## src/rtl/timer_mmio_bridge.sv

```systemverilog
// CPU-side front end for the quarter-second timer: one Start pulse per requested tick,
// finish pulses counted down to a sticky DONE, clear-on-read STATUS at BASE_ADDR+1.
module timer_mmio_bridge #(
  parameter logic [15:0] BASE_ADDR = 16'hFF00,
  parameter int          CNT_W     = 8
) (
  input  logic        CLK,
  input  logic        Reset,
  input  logic [15:0] Addr,
  input  logic        WrEn,
  input  logic [15:0] WrData,
  input  logic        RdEn,
  output logic [15:0] RdData,
  output logic        TimerStart,
  input  logic        TimerFinish,
  input  logic        TimerBusy,
  output logic        Done
);

  localparam logic [1:0] IDLE  = 2'd0;
  localparam logic [1:0] START = 2'd1;
  localparam logic [1:0] WAIT  = 2'd2;
  localparam logic [1:0] DRAIN = 2'd3;

  localparam logic [15:0] STATUS_ADDR = BASE_ADDR + 16'd1;

  logic [1:0]       state;
  logic [CNT_W-1:0] remaining;
  logic             err;
  logic             abort;

  logic [CNT_W-1:0] cnt_req;
  logic [7:0]       rem_field;
  logic [15:0]      status;
  logic             ctrl_wr, status_rd, cnt_zero;
  logic             accept, refuse, cancel;
  logic             tick_done, last_tick, drain_exit;
  logic             unused_wrdata;

  assign cnt_req       = WrData[CNT_W-1:0];
  assign unused_wrdata = ^WrData[15:CNT_W];
  assign rem_field     = 8'(remaining);

  assign ctrl_wr   = WrEn && (Addr == BASE_ADDR);
  assign status_rd = RdEn && (Addr == STATUS_ADDR);
  assign cnt_zero  = (cnt_req == '0);

  // A timer left running by a bridge reset must finish before a new request is taken.
  assign accept = ctrl_wr && !cnt_zero && (state == IDLE) && !TimerBusy;
  assign refuse = ctrl_wr && !cnt_zero && !accept;
  assign cancel = ctrl_wr && cnt_zero && ((state == START) || (state == WAIT));

  // A cancel arriving with a finish pulse wins; the pulse is then absorbed by DRAIN.
  assign tick_done  = (state == WAIT) && TimerFinish && !cancel;
  assign last_tick  = tick_done && (remaining == CNT_W'(1));
  assign drain_exit = (state == DRAIN) && abort && (TimerFinish || !TimerBusy);

  assign status = {rem_field, 5'b0, err, (state != IDLE), Done};
  assign RdData = status_rd ? status : 16'h0000;

  always_ff @(posedge CLK) begin
    if (Reset) begin
      state      <= IDLE;
      remaining  <= '0;
      TimerStart <= 1'b0;
      Done       <= 1'b0;
      err        <= 1'b0;
      abort      <= 1'b0;
    end else begin
      TimerStart <= 1'b0;
      case (state)
        IDLE: begin
          if (accept) begin
            state      <= START;
            remaining  <= cnt_req;
            TimerStart <= 1'b1;
          end
        end
        START: state <= cancel ? DRAIN : WAIT;
        WAIT: begin
          if (cancel) begin
            state <= DRAIN;
          end else if (tick_done) begin
            state      <= last_tick ? IDLE : START;
            TimerStart <= !last_tick;
          end
        end
        DRAIN: begin
          if (drain_exit) state <= IDLE;
        end
        default: state <= IDLE;
      endcase

      if (cancel) begin
        remaining <= '0;
        abort     <= 1'b1;
      end else if (tick_done && (remaining != '0)) begin
        remaining <= remaining - CNT_W'(1);
      end
      if (drain_exit) abort <= 1'b0;

      // Set events beat the clear-on-read in the same cycle.
      if (last_tick)                Done <= 1'b1;
      else if (accept || status_rd) Done <= 1'b0;

      if (refuse)         err <= 1'b1;
      else if (status_rd) err <= 1'b0;
    end
  end

endmodule

```

## config.mk

```make
export PLATFORM = sky130hd
export DESIGN_NAME = timer_mmio_bridge
export DESIGN_NICKNAME = d
export VERILOG_FILES = /design/src/rtl/timer_mmio_bridge.sv
export SDC_FILE = /design/constraint.sdc
export NUM_CORES = 1
export LEC_CHECK = 0
export ABC_AREA = 1
export CORE_MARGIN = 3
export CORE_UTILIZATION = 39
export DETAILED_ROUTE_END_ITERATION = 6
export PLACE_DENSITY = 0.82
export SYNTH_ARGS = -nofsm -noshare
export SYNTH_HDL_FRONTEND = slang
export SYNTH_SLANG_ARGS = --single-unit
```

## constraint.sdc

```tcl
create_clock -name CLK -period 4 [get_ports CLK]
set_input_delay 0.8 -clock CLK [delete_from_list [all_inputs] [get_ports CLK]]
set_output_delay 0.8 -clock CLK [all_outputs]
set_load 0.02 [all_outputs]
```

==> impl_metrics.ini, run 1 <==
[logic_synthesis]
synth_fa_ha_area_share_pct = 6.64
mux_share_of_post_synthesis_cell_area_pct = 0
synth_area_per_cell_um2 = 6.25
synth-edff-count = 0
syn_area_mm2 = 0.00132
synth-xor-area-share_pct = 3.32
post_synth_num_cell_types = 32
synth_compound_area_share_pct = 8.16
synthesis.instances = 211
combinational_family_with_the_most_area_after_synthesis = simple AND/OR/NAND/NOR gates
synth-async-reset-ratio_pct = 0
synth-warning-count = 0
synth_flop_cell = dfxtp_1
register_bit_count_reported_by_yosys = 14
synthSimpleGateAreaFrac_pct = 46.9
fraction_of_the_yosys_area_taken_by_sequential_cells_pct = 21.3

[setup_path]
worstSetupEndpointType = output pin
timing.reg2reg.setup_slack_ns = 2.01
critical_path_required_ns = 3.20
criticalPathCategory = in -> out
destination_of_the_worst_register_to_register_timing_path = state[0]
worst_path_largest_cell_delay_ns = 0.62
critical_path.startpoint_type = input port
worst-path-max-fanout = 13
r2r_cells = 10
worstPathArrival_ns = 2.63
crit_path_cell_trace = clkdlybuf4s50_1, nand2_1, inv_2, nand2_1, nor2_2, nand4_1, buf_4, nor2_1, clkdlybuf4s50_1
regToRegStartpoint = state[0]
critPathSlowestCell = clkdlybuf4s50_1

[global_routing]
grt.overflow.total = 0
grt_pass1_vias = 1303
grt_first_pass_wirelength_um = 5420
grt_max_degree = 17
antenna_found_initial = 0
track_usage_pct = 16.1

[power_and_ir_drop]
power.share.clock_pct = 35.6
power.total_mw = 0.293
swShare_pct = 23.7
comb_power_share_pct = 16.8
power-per-cell-area_mw_per_mm2 = 163
p_leak_nw = 0.789
netSwitchingPower_mw = 0.0695
p_int_mw = 0.223
irDropWorstVdd_v = 0.000131
share_seq_of_total_power_pct = 47.5

[sta]
transition_at_the_pin_with_the_smallest_max_transition_slack_ns = 0.510
timing.clock.skew_ns = 0.0148
fmax_mhz = 292
timing.final.crit_period_ns = 3.43
layout_worst_path_cycle_share_pct = 85.7
worst_hold_slack_ns = 0.477
grt_setup_unrepaired = no
setup_viol_count_final = 0
setup_ws_ns = 0.572
slew-limit-headroom_pct = 65.9
hold_violations = 0
final_max_slew_viol_count = 0
setup_tns_ns = 0

[clock_tree]
clk_root_buffer_cell = clkbuf_4
cts_buffer_depth = 2
worstSkewPairLatency_ns = 0.29
cts_hold_buffers = 0
h-tree-depth = 1
numCtsBuffers = 3
tritoncts = built
clkSinkCount = 14
cts_setup_buffers = 0
postCtsResizedCells = 0
clk_pin_slew_ns = 0.08

[min_path]
timing.hold.worst_path_depth = 2
hold_path_end = err
worstHoldStart = err
hold_path.class = reg -> reg

[layout]
final_layout_size_suffix_gt1_share_pct = 6.30
synthToLayoutAreaGrowth_pct = 35.9
num-nets-final = 300
antenna-diode-count = 0

[placed_design]
pre_cts_setup_slack_ns = 0.567
buffer_ports.inserted = 42
globalplace.congestion = 0.891
place_hpwl_um = 2590

[floorplanning]
core_region_area_mm2 = 0.00313
placementRows = 20
die_outline_area_mm2 = 0.00412
initial_core_util_pct = 42.2
die_width_um = 64.2
io_pins = 56
die_h_um = 64.2

[run_status]
run_status = complete, no violations

[run]
drv_cap = 0

[route]
wl_per_cell_um = 10.5
viasPerCell = 4.62
drt.antenna.violating_nets = 0
routed_wirelength_um = 3130
firstDrtPassIters = 4
drt_drc = 0
detail_route.iter0.violations = 70
num_vias = 1376
[through the flow]
stage | area (um2) | util, % | std cells
after floorplan | 1330 | - | 215
after global placement | 1760 | 56.1 | 294
after detailed placement | 1760 | 56.1 | 294
after CTS | 1790 | 57.3 | 298
after global routing | 1790 | 57.3 | 298
final | 1790 | 57.3 | 298
[final cells by class]
type,instances,area [um2]
Inverter,31,116
Multi-Input combinational cell,162,876
Clock buffer,4,36.3
Fill cell,324,1340
Sequential cell,14,280
Timing Repair Buffer,43,428
Tap cell,44,55.1
[cells in the final DEF (no fill, tap or decap), types with 2 or more instances in the layout]
cell type         n
nand3_1          25
inv_1            29
nand3b_1          2
a21oi_1          13
nor2_2            3
conb_1            5
xor2_1            4
clkbuf_4          3
clkdlybuf4s50_1  42
nand4_1           3
nor2_1           36
ha_1              7
nand2_1          49
dfxtp_1          14
nor2_8            2
[worst max-delay path, delay by kind of cell]
kind	cells	cell delay, ns
buffers and inverters	4	1.31
AND/OR/NAND/NOR	5	0.51
[worst max path at each step]
stage	start	end	depth (start not counted)
2_1_floorplan	Addr[2]	RdData[0]	6
3_3_place_gp	Addr[14]	RdData[2]	9
3_5_place_dp	Addr[14]	RdData[2]	9
4_1_cts	Addr[14]	RdData[2]	9
5_1_grt	Addr[14]	RdData[1]	9
6_report	Addr[14]	RdData[2]	9
[routing by layer]
layer,track usage (%),vias up,part of all wire [%]
li1,-,742,-
met1,20.2,599,45
met2,28.1,33,50
met3,3.34,2,4.5
met4,3.96,0,0.42
met5,0,-,0
[power groups by stage]
| stage | combinational [mW] | clock, mW | sequential (mW) |
|---|---|---|---|
| 2_1_floorplan | 0.0198 | 0 | 0.143 |
| 3_3_place_gp | 0.0486 | 0 | 0.143 |
| 3_5_place_dp | 0.0492 | 0 | 0.143 |
| 4_1_cts | 0.0494 | 0.108 | 0.139 |
| 5_1_grt | 0.0535 | 0.114 | 0.139 |
| 6_report | 0.0493 | 0.104 | 0.139 |
[registers in the layout (all words and copies together), names as in the netlist]
name	cells
TimerStart	1
rem_field	8
abort	1
Done	1
state	2
err	1
[synthesized netlist by cell type, types with 2 or more instances]
cell / instances / share of area (%)
a21oi_1: 13 / 4.9
buf_4: 5 / 2.8
dfxtp_1: 14 / 21
ha_1: 7 / 6.6
inv_1: 29 / 8.3
nand2_1: 49 / 14
nand3_1: 25 / 9.5
nand3b_1: 2 / 1.1
nand4_1: 3 / 1.4
nor2_1: 36 / 10
nor2_2: 3 / 1.4
nor2_8: 2 / 3.0
xor2_1: 4 / 2.7
[cells by family (layout without fill, tap and decap cells)]
family | Yosys count | after routing
other cells | 1 | 5
flops | 14 | 14
buf+inv | 39 | 78
simple gates | 126 | 126
compound gates | 19 | 19
xor+xnor | 5 | 5
fa+ha+maj | 7 | 7
Note: power is estimated with default switching activity, not from simulation.
==> run 2: changes to the inputs <==
--- a/config.mk
+++ b/config.mk
@@ -8,8 +8,9 @@
 export ABC_AREA = 1
 export CORE_MARGIN = 3
 export CORE_UTILIZATION = 39
+export CTS_BUF_LIST = sky130_fd_sc_hd__clkbuf_4 sky130_fd_sc_hd__clkbuf_8
 export DETAILED_ROUTE_END_ITERATION = 6
-export PLACE_DENSITY = 0.82
+export PLACE_DENSITY_LB_ADDON = 0.2
 export SYNTH_ARGS = -nofsm -noshare
 export SYNTH_HDL_FRONTEND = slang
 export SYNTH_SLANG_ARGS = --single-unit
==> run 2 against run 1 <==
  * Via count down 1.6%
  * Worst setup slack gained 0.0057 ns
  * Clock power grew 4%
  * Hold slack worse by 0.0069 ns
  * Clock skew up 0.0072 ns
  * Combinational power about the same
  * Power grew 1.4%
  * Register-to-register slack worse by 0.11 ns
  * Sequential power hardly changed
==> impl_metrics.ini, run 2 (synthesis gave the netlist of run 1 again) <==
[placed_design]
globalplace.congestion = 0.846
pre_cts_setup_slack_ns = 0.551
buffer_ports.inserted = 42
place_hpwl_um = 2580

[sta]
final_max_slew_viol_count = 0
grt_setup_unrepaired = no
timing.final.crit_period_ns = 3.42
setup_viol_count_final = 0
transition_at_the_pin_with_the_smallest_max_transition_slack_ns = 0.555
layout_worst_path_cycle_share_pct = 85.6
fmax_mhz = 292
slew-limit-headroom_pct = 62.9
setup_ws_ns = 0.577
hold_violations = 0
setup_tns_ns = 0
timing.clock.skew_ns = 0.0220

[floorplanning]
initial_core_util_pct = 42.2
io_pins = 56
die_width_um = 64.2
die_h_um = 64.2
placementRows = 20
die_outline_area_mm2 = 0.00412
core_region_area_mm2 = 0.00313

[clock_tree]
numCtsBuffers = 3
clk_root_buffer_cell = clkbuf_4
worstSkewPairLatency_ns = 0.30
postCtsResizedCells = 0
h-tree-depth = 1
cts_setup_buffers = 0
clkSinkCount = 14
tritoncts = built
clk_pin_slew_ns = 0.08
cts_buffer_depth = 2
cts_hold_buffers = 0

[layout]
antenna-diode-count = 0
mostFrequentLayoutCell = nand2_1
final_layout_size_suffix_gt1_share_pct = 6.30
largest_register_ffs = 8
num-nets-final = 300
final-seq-area_um2 = 280
most_frequent_cells_in_the_layout = nand2_1 (49), clkdlybuf4s50_1 (42), nor2_1 (36)
multi_input_comb_area_um2 = 876
fillCellCount = 328
synthToLayoutAreaGrowth_pct = 35.9

[route]
num_vias = 1354
drt.antenna.violating_nets = 0
routed_wirelength_um = 3270
detail_route.iter0.violations = 104
drt_drc = 0
viasPerCell = 4.54
firstDrtPassIters = 4
wl_per_cell_um = 11.0

[global_routing]
grt.overflow.total = 0
antenna_found_initial = 0
grt_pass1_vias = 1272
grt_max_degree = 17
track_usage_pct = 17.2
grt_first_pass_wirelength_um = 5640

[power_and_ir_drop]
p_leak_nw = 0.789
p_int_mw = 0.223
netSwitchingPower_mw = 0.0737
comb_power_share_pct = 16.6
power.share.clock_pct = 36.5
irDropWorstVdd_v = 0.000122
power-per-cell-area_mw_per_mm2 = 166
swShare_pct = 24.8
share_seq_of_total_power_pct = 46.9

[min_path]
hold_path.class = reg -> reg

[setup_path]
worstPathArrival_ns = 2.62
worstSetupEndpointType = output pin
critical_path.startpoint_type = input port
critical_path_required_ns = 3.20
worst-path-max-fanout = 13
criticalPathCategory = in -> out

[run_status]
run_status = complete, no violations

[run]
drv_cap = 0
-- run 2: worst max-delay path, stage by stage --
cell	delay [ns]
clkdlybuf4s50_1	0.45
nand2_1	0.06
inv_1	0.05
nand2_1	0.05
nor2_2	0.17
nand4_1	0.10
buf_4	0.20
nor2_1	0.11
clkdlybuf4s50_1	0.61
-- run 2: layout make-up --
type / count / share of cell area [%]
Multi-Input combinational cell: 162 / 48.9
Timing Repair Buffer: 43 / 23.9
Sequential cell: 14 / 15.6
Inverter: 31 / 6.49
Tap cell: 44 / 3.07
Clock buffer: 4 / 2.03
-- run 2: stage by stage --
step                      instance area, um2  power [mW]  hold WS [ns]  utilization (%)  std cells
after detailed placement                1760       0.192         0.463             56.1        294
after floorplan                         1330       0.162         0.439                -        215
after global placement                  1760       0.191         0.460             56.1        294
final                                   1790       0.297         0.470             57.3        298
after CTS                               1790       0.296         0.475             57.3        298
after global routing                    1790       0.308         0.515             57.3        298
-- run 2: final timing paths --
path	cells after the start	to	slack (ns)	startpoint
min reg2reg	2	err	0.47	err
min	2	err	0.47	err
max	9	RdData[8]	0.58	Addr[8]
max reg2reg	10	state[1]	1.90	state[0]
-- run 2: layer usage --
metal  vias to the layer above  share of wire (%)  global-route usage, %
met5                         -                  0                      0
met4                         0               0.43                   3.17
met3                         2                5.4                   4.75
met2                        30                 45                   27.6
met1                       579                 49                   23.1
li1                        743                  -                      -
-- run 2: power groups by stage --
stage	registers, mW	logic [mW]	clock network (mW)
after floorplan	0.143	0.0198	0
after CTS	0.139	0.0494	0.108
final	0.139	0.0494	0.108
after detailed placement	0.143	0.0493	0
after global placement	0.143	0.0489	0
after global routing	0.139	0.0545	0.115
